==> src/rtl/inst_fetch_unit.sv <==
// Instruction fetch unit: credit-limited request issue, a 2-entry in-order
// response buffer, and the IF/ID register with redirect and stall handling.
module inst_fetch_unit #(
   parameter logic [31:0] RESET_PC = 32'h0000_0000,
   parameter logic [31:0] NOP_INST = 32'h0000_0013
) (
   input  logic        clk,
   input  logic        rst_n,
   output logic        imem_req,
   output logic [31:0] imem_addr,
   input  logic        imem_ready,
   input  logic        imem_rvalid,
   input  logic [31:0] imem_rdata,
   input  logic        stall,
   input  logic        redirect,
   input  logic [31:0] redirect_pc,
   output logic        if_valid,
   output logic [31:0] if_pc,
   output logic [31:0] if_inst
);

   logic [31:0] fetch_pc_p0;
   logic [1:0]  outstanding;
   logic [1:0]  drop_cnt;

   logic [1:0]  fb_cnt;
   logic        fb_rd_ptr;
   logic        fb_wr_ptr;
   logic [31:0] fb_pc   [2];
   logic [31:0] fb_inst [2];

   logic        vld_p1;
   logic [31:0] pc_p1;
   logic [31:0] inst_p1;

   logic        credit_ok;
   logic        issue;
   logic        rsp;
   logic        rsp_keep;
   logic [31:0] rsp_pc;
   logic        pop;
   logic        bypass;
   logic        push;

   function automatic logic [31:0] word_align(input logic [31:0] a);
      return a & 32'hFFFF_FFFC;
   endfunction

   function automatic logic [31:0] pc_plus4(input logic [31:0] pc);
      return pc + 32'd4;
   endfunction

   always_comb begin
      credit_ok = ({1'b0, outstanding} + {1'b0, fb_cnt}) < 3'd2;
      imem_req  = rst_n & ~redirect & credit_ok;
      issue     = imem_req & imem_ready;
      rsp       = imem_rvalid & (outstanding != 2'd0);
      rsp_keep  = rsp & ~redirect & (drop_cnt == 2'd0);
      // Live responses are contiguous behind fetch_pc once the stale ones drain.
      rsp_pc    = fetch_pc_p0 - {28'd0, outstanding, 2'b00};
      pop       = ~redirect & ~stall & (fb_cnt != 2'd0);
      bypass    = ~redirect & ~stall & (fb_cnt == 2'd0) & rsp_keep;
      push      = rsp_keep & ~bypass;
   end

   assign imem_addr = fetch_pc_p0;

   // Stage 0: fetch PC and in-flight bookkeeping
   always_ff @(posedge clk or negedge rst_n) begin
      if (!rst_n) begin
         fetch_pc_p0 <= word_align(RESET_PC);
         outstanding <= 2'd0;
         drop_cnt    <= 2'd0;
      end else begin
         if (redirect) begin
            fetch_pc_p0 <= word_align(redirect_pc);
         end else if (issue) begin
            fetch_pc_p0 <= pc_plus4(fetch_pc_p0);
         end
         outstanding <= outstanding + {1'b0, issue} - {1'b0, rsp};
         if (redirect) begin
            drop_cnt <= outstanding - {1'b0, rsp};
         end else if (rsp && (drop_cnt != 2'd0)) begin
            drop_cnt <= drop_cnt - 2'd1;
         end
      end
   end

   always_ff @(posedge clk or negedge rst_n) begin
      if (!rst_n) begin
         fb_cnt    <= 2'd0;
         fb_rd_ptr <= 1'b0;
         fb_wr_ptr <= 1'b0;
      end else if (redirect) begin
         fb_cnt    <= 2'd0;
         fb_rd_ptr <= 1'b0;
         fb_wr_ptr <= 1'b0;
      end else begin
         if (push) begin
            fb_wr_ptr <= ~fb_wr_ptr;
         end
         if (pop) begin
            fb_rd_ptr <= ~fb_rd_ptr;
         end
         fb_cnt <= fb_cnt + {1'b0, push} - {1'b0, pop};
      end
   end

   always_ff @(posedge clk) begin
      if (push) begin
         fb_pc[fb_wr_ptr]   <= rsp_pc;
         fb_inst[fb_wr_ptr] <= imem_rdata;
      end
   end

   // Stage 1: IF/ID register
   always_ff @(posedge clk or negedge rst_n) begin
      if (!rst_n) begin
         vld_p1  <= 1'b0;
         pc_p1   <= 32'd0;
         inst_p1 <= NOP_INST;
      end else if (redirect) begin
         vld_p1  <= 1'b0;
         inst_p1 <= NOP_INST;
      end else if (!stall) begin
         if (pop) begin
            vld_p1  <= 1'b1;
            pc_p1   <= fb_pc[fb_rd_ptr];
            inst_p1 <= fb_inst[fb_rd_ptr];
         end else if (bypass) begin
            vld_p1  <= 1'b1;
            pc_p1   <= rsp_pc;
            inst_p1 <= imem_rdata;
         end else begin
            vld_p1  <= 1'b0;
            inst_p1 <= NOP_INST;
         end
      end
   end

   assign if_valid = vld_p1;
   assign if_pc    = pc_p1;
   assign if_inst  = inst_p1;

endmodule

==> config.mk <==
export PLATFORM = sky130hd
export DESIGN_NAME = inst_fetch_unit
export DESIGN_NICKNAME = d
export VERILOG_FILES = /design/src/rtl/inst_fetch_unit.sv
export SDC_FILE = /design/constraint.sdc
export NUM_CORES = 1
export LEC_CHECK = 0
export CORE_MARGIN = 1
export CORE_UTILIZATION = 50
export CTS_CLUSTER_DIAMETER = 100
export DETAILED_ROUTE_END_ITERATION = 8
export GPL_TIMING_DRIVEN = 0
export PLACE_DENSITY_LB_ADDON = 0.25
export SKIP_LAST_GASP = 1
export SYNTH_ARGS = -nofsm -noshare
export SYNTH_HDL_FRONTEND = slang
export SYNTH_SLANG_ARGS = --single-unit
==> constraint.sdc <==
create_clock -name clk -period 8.5 [get_ports clk]
set_input_delay 1.275 -clock clk [delete_from_list [all_inputs] [get_ports clk]]
set_output_delay 1.275 -clock clk [all_outputs]
set_load 0.005 [all_outputs]
==> results.sh, run 1 <==
export IMPL_yosys_area_share_simple_pct=13.0
export IMPL_cts_sinks=225
export IMPL_synth_area_top_cells="edfxtp_1 (36%), dfrtp_1 (24%), mux2i_1 (5.4%)"
export IMPL_grt_max_degree=63
export IMPL_antennaDiodeCount=0
export IMPL_drc=0
export IMPL_fin_crit_ps=4360
export IMPL_vias=7688
export IMPL_htreeDepth=1
export IMPL_power_frac_comb_pct=24.2
export IMPL_place_congestion=0.897
export IMPL_grt_setup_unrepaired="no"
export IMPL_numCtsBuffers=24
export IMPL_row_count=51
export IMPL_dr_wl_met2_um=11800
export IMPL_placed_area_um2=12200
export IMPL_cts_resized=0
export IMPL_synth_top_family_by_area="simple AND/OR/NAND/NOR gates"
export IMPL_yosys_warnings=0
export IMPL_p_sw_mw=0.909
export IMPL_skew_ps=17.1
export IMPL_initial_core_util_pct=51.8
export IMPL_clock_latency_ps=520
export IMPL_die_h_um=145
export IMPL_drt_iter0_drc=614
export IMPL_finalSetupTns_ps=0
export IMPL_max_freq_mhz=229
export IMPL_grt_pass1_wl_um=42000
export IMPL_ios=168
export IMPL_post_cts_setup_buffers=0
export IMPL_p_sw_share_pct=28.0
export IMPL_cts_hold_buffers_added=0
export IMPL_power_leakage_nw=4.88
export IMPL_syn_instance_count=850
export IMPL_post_drt_via_cell_ratio=5.80
export IMPL_synth_main_ff_cell="edfxtp_1"
export IMPL_dieArea_um2=21000
export IMPL_detail_route_wl_per_cell_um=19.7
export IMPL_dp_hpwl_um=17800
export IMPL_ys_seq_area_share_pct=61.2
export IMPL_synthArstFlopShare_pct=44.9
export IMPL_avgSynthCellArea_um2=12.0
export IMPL_synth_area_leader_cell="edfxtp_1"
export IMPL_pwr_share_seq_pct=43.4
export IMPL_synth_edff_count=124
export IMPL_power_mw=3.24
export IMPL_nets=1123
export IMPL_ys_ff_latch=225
export IMPL_post_route_period_util_pct=51.3
export IMPL_worstMarginPinSlew_ps=913
export IMPL_hold_viol=0
export IMPL_critPathKind="in2out"
export IMPL_cp_required_ps=7220
export IMPL_maxSlewViolCount=0
export IMPL_setup_viol=0
export IMPL_whs_ps=475
export IMPL_synth_top_cell_area_share_pct=36.4
export IMPL_clock_path_buffers=3
export IMPL_routed_wl_um=26200
export IMPL_fp_coreArea_um2=19700
export IMPL_dr_max_layer_used="met4"
export IMPL_synthAdderAreaFrac_pct=1.49
export IMPL_intPower_mw=2.33
export IMPL_min_path_type="reg2reg"
export IMPL_yosysMostFrequentCell="edfxtp_1"
export IMPL_wl_met3_um=2200
export IMPL_synthDistinctLibCells=63
export IMPL_drive_gt1_share_pct=8.11
export IMPL_muxShareOfSynthArea_pct=6.05
export IMPL_synth_xor_area_share_pct=2.49
export IMPL_grt_use_total_pct=25.3
export IMPL_cts_root_buf="clkbuf_16"
export IMPL_cp_end_kind="primary output"
export IMPL_synth_compound_area_share_pct=11.9
export IMPL_cts_tree="yes"
export IMPL_grt_pass1_vias=7659
export IMPL_final_cell_area_um2=13000
export IMPL_area_growth_pct=27.7
export IMPL_overflow=0
export IMPL_status="finished, final reports clean"
export IMPL_m1WireLength_um=11400
export IMPL_fp_dieW_um=145
export IMPL_cp_arrival_ps=3090
export IMPL_ir_drop_uv=146
export IMPL_clockPowerShare_pct=32.5
export IMPL_antenna_found_initial=0
export IMPL_startpoint_type="input port"
export IMPL_ant_nets=0
export IMPL_fillers=1463
export IMPL_path_clk_slew_ps=60
export IMPL_cp_max_fo=10
export IMPL_powerDensity_nw_per_um2=248
export IMPL_maxSlewHeadroom_pct=39.1
export IMPL_first_pass_iters=5
export IMPL_synthTopCellsByCount="edfxtp_1 (124), dfrtp_1 (98), nand2_1 (83)"
export IMPL_port_buffers=160
export IMPL_max_cap_violations=0
export IMPL_netlist_area_um2=10200
stage by stage:
step / setup WS, ps / util [%] / std cells
2_1_floorplan: 3580 / - / 853
3_3_place_gp: 319 / 61.7 / 1278
3_5_place_dp: 4220 / 62.1 / 1281
4_1_cts: 4200 / 66.2 / 1325
5_1_grt: 4100 / 66.2 / 1325
6_report: 4140 / 66.2 / 1325
layout by cell type, fill, tap and decap left out, drive strengths merged, types with 12 or more instances in the layout:
master | netlist | layout
a21oi | 19 | 19
a221o | 36 | 36
buf | 25 | 29
clkbuf | 44 | 72
clkdlybuf4s50 | 0 | 159
clkinv | 2 | 13
dfrtp | 98 | 98
edfxtp | 124 | 124
inv | 15 | 15
mux2i | 55 | 55
nand2 | 84 | 84
nand3 | 23 | 23
nand4 | 16 | 16
nor2 | 77 | 77
nor3 | 12 | 12
nor4 | 14 | 14
o21ai | 46 | 46
xnor2 | 13 | 13
xor2 | 16 | 16
power groups by stage:
stage / clock [mW] / sequential, mW / combinational, mW
4_1_cts: 1.06 / 1.41 / 0.788
5_1_grt: 1.11 / 1.42 / 0.859
2_1_floorplan: 0 / 1.42 / 0.379
6_report: 1.05 / 1.40 / 0.784
3_5_place_dp: 0 / 1.43 / 0.779
3_3_place_gp: 0 / 1.43 / 0.755
final cells by class:
class / instances / area [um2] / share of cell area, %
buffer: 69 / 317 / 2.43
clock buffer: 28 / 667 / 5.11
clock inverter: 16 / 134 / 1.03
inverter: 17 / 63.8 / 0.489
multi-input combinational: 542 / 3600 / 27.6
sequential: 225 / 6250 / 48.0
tap: 265 / 332 / 2.54
timing repair buffer: 163 / 1670 / 12.8
sequential cells by signal, indices dropped and copies added, names as in the netlist, 2 cells and up:
name	cells
fb_pc	60
fb_inst	64
if_pc	30
if_inst	32
outstanding	2
imem_addr	30
drop_cnt	2
fb_cnt	2
critical path, stage by stage:
cell and delay [ps]:
clkdlybuf4s50_1 440, buf_2 220, nor4b_2 550, clkdlybuf4s50_1 600
logic make-up (layout without fill, tap and decap cells):
family | Yosys count | count (layout)
and+or+nand+nor | 270 | 270
DFF | 225 | 225
AOI/OAI and AO/OA | 167 | 167
buffers and inverters | 86 | 293
muxes | 61 | 61
xor gates and xnor gates | 29 | 29
adders and majority gates | 11 | 11
other | 1 | 4
layer usage:
layer  vias to the layer above  GRT usage, %
li1                       3554             -
met1                      3685          35.5
met2                       387          39.7
met3                        62          4.65
met4                         0          8.46
met5                         -             0
path summary, 6_finish.rpt:
check / depth (start not counted) / slack [ps] / endpoint / from
hold / removal: 2 / 480 / if_pc[9] / if_pc[9]
min in group asynchronous: 1 / 800 / imem_addr[17] / rst_n
setup reg to reg: 8 / 5350 / if_pc[28] / imem_addr[2]
max in group asynchronous: 2 / 6940 / if_inst[1] / rst_n
hold reg to reg: 2 / 480 / if_pc[9] / if_pc[9]
setup / recovery: 4 / 4140 / imem_req / redirect
No activity file was read; power rests on OpenSTA's default activity.
==> run 2: changes to the inputs <==
--- a/config.mk
+++ b/config.mk
@@ -6,7 +6,7 @@
 export NUM_CORES = 1
 export LEC_CHECK = 0
 export CORE_MARGIN = 1
-export CORE_UTILIZATION = 50
+export CORE_UTILIZATION = 48
 export CTS_CLUSTER_DIAMETER = 100
 export DETAILED_ROUTE_END_ITERATION = 8
 export GPL_TIMING_DRIVEN = 0
==> constraint.sdc (replaced) <==
create_clock -name clk -period 3.7 [get_ports clk]
set_input_delay 0.555 -clock clk [delete_from_list [all_inputs] [get_ports clk]]
set_output_delay 0.555 -clock clk [all_outputs]
set_load 0.005 [all_outputs]
==> results.sh, run 2 (synthesized netlist as in run 1, its figures left out) <==
export IMPL_status="finished, final reports clean"
export IMPL_r2r_end="if_pc[28]"
export IMPL_maxSlewHeadroom_pct=36.4
export IMPL_vias=7641
export IMPL_htreeDepth=1
export IMPL_cts_hold_buffers_added=0
export IMPL_first_pass_iters=5
export IMPL_powerDensity_nw_per_um2=569
export IMPL_final_setup_worst_slack_ps=409
export IMPL_fillers=1708
export IMPL_skew_ps=14.9
export IMPL_final_common_cell="clkdlybuf4s50_1"
export IMPL_clock_path_buffers=3
export IMPL_placed_area_um2=12200
export IMPL_r2r_setup_slack_ps=410
export IMPL_min_path_type="in2async"
export IMPL_post_drt_via_cell_ratio=5.72
export IMPL_setup_viol=0
export IMPL_worstMarginPinSlew_ps=954
export IMPL_final_cell_area_um2=13100
export IMPL_place_congestion=0.883
export IMPL_regMostFlops="fb_inst"
export IMPL_layout_common_cells="clkdlybuf4s50_1 (159), edfxtp_1 (124), dfrtp_1 (98)"
export IMPL_cts_root_buf="clkbuf_16"
export IMPL_reg2reg_depth=8
export IMPL_row_count=53
export IMPL_drt_iter0_drc=462
export IMPL_post_route_period_util_pct=88.9
export IMPL_grt_use_total_pct=24.1
export IMPL_critPathKind="reg2reg"
export IMPL_stdcell_count=1335
export IMPL_cp_end_kind="register"
export IMPL_detail_route_wl_per_cell_um=19.4
export IMPL_routed_wl_um=26000
export IMPL_power_mw=7.43
export IMPL_numCtsBuffers=24
export IMPL_nets=1123
export IMPL_place_ws_ps=451
export IMPL_fin_crit_ps=3290
export IMPL_clock_latency_ps=510
export IMPL_drive_gt1_share_pct=7.83
export IMPL_grt_pass1_wl_um=41100
export IMPL_drc=0
export IMPL_maxSlewViolCount=0
export IMPL_max_freq_mhz=304
export IMPL_cts_resized=0
export IMPL_area_growth_pct=27.7
export IMPL_grt_pass1_vias=7558
export IMPL_ant_nets=0
export IMPL_path_clk_slew_ps=60
export IMPL_cp_required_ps=4090
export IMPL_initial_core_util_pct=48.8
export IMPL_cts_sinks=225
export IMPL_startpoint_type="register"
export IMPL_hold_viol=0
export IMPL_ir_drop_uv=325
export IMPL_grt_setup_unrepaired="no"
export IMPL_power_leakage_nw=4.88
export IMPL_port_buffers=160
export IMPL_max_cap_violations=0
export IMPL_ios=168
export IMPL_grt_max_degree=63
export IMPL_whs_ps=98.0
export IMPL_fp_dieW_um=148
export IMPL_cp_max_fo=9
export IMPL_largest_reg_flops=64
export IMPL_dieArea_um2=21900
export IMPL_die_h_um=148
export IMPL_antenna_found_initial=0
export IMPL_post_cts_setup_buffers=0
export IMPL_r2r_start="imem_addr[2]"
export IMPL_cts_tree="yes"
export IMPL_cp_arrival_ps=3680
export IMPL_antennaDiodeCount=0
export IMPL_place_inst=1291
export IMPL_overflow=0
export IMPL_dp_hpwl_um=17900
export IMPL_fp_coreArea_um2=21000
run 2: changes by cell type in the layout (fill, tap and decap cells not counted):
cell        before  now
clkbuf_1        43   48
inv_6            0    1
clkinv_1         5    3
buf_12           1    2
clkbuf_8         4    5
clkinv_2         8    6
clkinvlp_4       3    0
buf_16           2    1
run 2: per-stage QoR:
step / util [%] / TNS [ps]
2_1_floorplan: - / 0
3_3_place_gp: 58.1 / -436450
3_5_place_dp: 58.4 / 0
4_1_cts: 62.3 / 0
5_1_grt: 62.3 / 0
6_report: 62.3 / 0
run 2: critical path: stages (launching register included):
cell,delay (ps)
dfrtp_1,430
inv_1,160
ha_1,210
fa_1,260
nor4b_1,770
nand4_1,450
nor4_1,400
xor2_1,180
o31a_1,320
run 2: per-layer routing:
| layer | wire length, um | GRT usage, % |
|---|---|---|
| met1 | 11500 | 34.5 |
| met3 | 1880 | 4.04 |
| met4 | 606 | 7.73 |
| met2 | 12000 | 37.6 |
| met5 | 0 | 0 |
run 2: layout make-up:
| cell class | count | area [um2] | share of cell area, % |
|---|---|---|---|
| inverters | 17 | 63.8 | 0.489 |
| repair buffers | 163 | 1670 | 12.8 |
| clock inverters | 10 | 103 | 0.786 |
| clock buffers | 34 | 699 | 5.36 |
| well taps | 275 | 344 | 2.64 |
| plain buffers | 69 | 317 | 2.43 |
| multi-input cells | 542 | 3600 | 27.6 |
| flip-flops and latches | 225 | 6250 | 47.9 |
run 2: report_power, final:
part | total [mW] | internal, mW | switching (mW)
registers | 3.23 | 3.01 | 0.212
logic | 1.80 | 0.913 | 0.884
clock network | 2.41 | 1.46 | 0.950
run 2: how the worst max path moves through the flow:
| stage | startpoint | to | cells past startpoint |
|---|---|---|---|
| 3_3_place_gp | rst_n | outstanding[1] | 10 |
| 4_1_cts | imem_addr[2] | if_pc[28] | 8 |
| 2_1_floorplan | drop_cnt[0] | fb_inst[0][0] | 6 |
| 3_5_place_dp | imem_rvalid | if_inst[29] | 6 |
| 5_1_grt | imem_addr[2] | if_pc[28] | 8 |
| 6_report | imem_addr[2] | if_pc[28] | 8 |
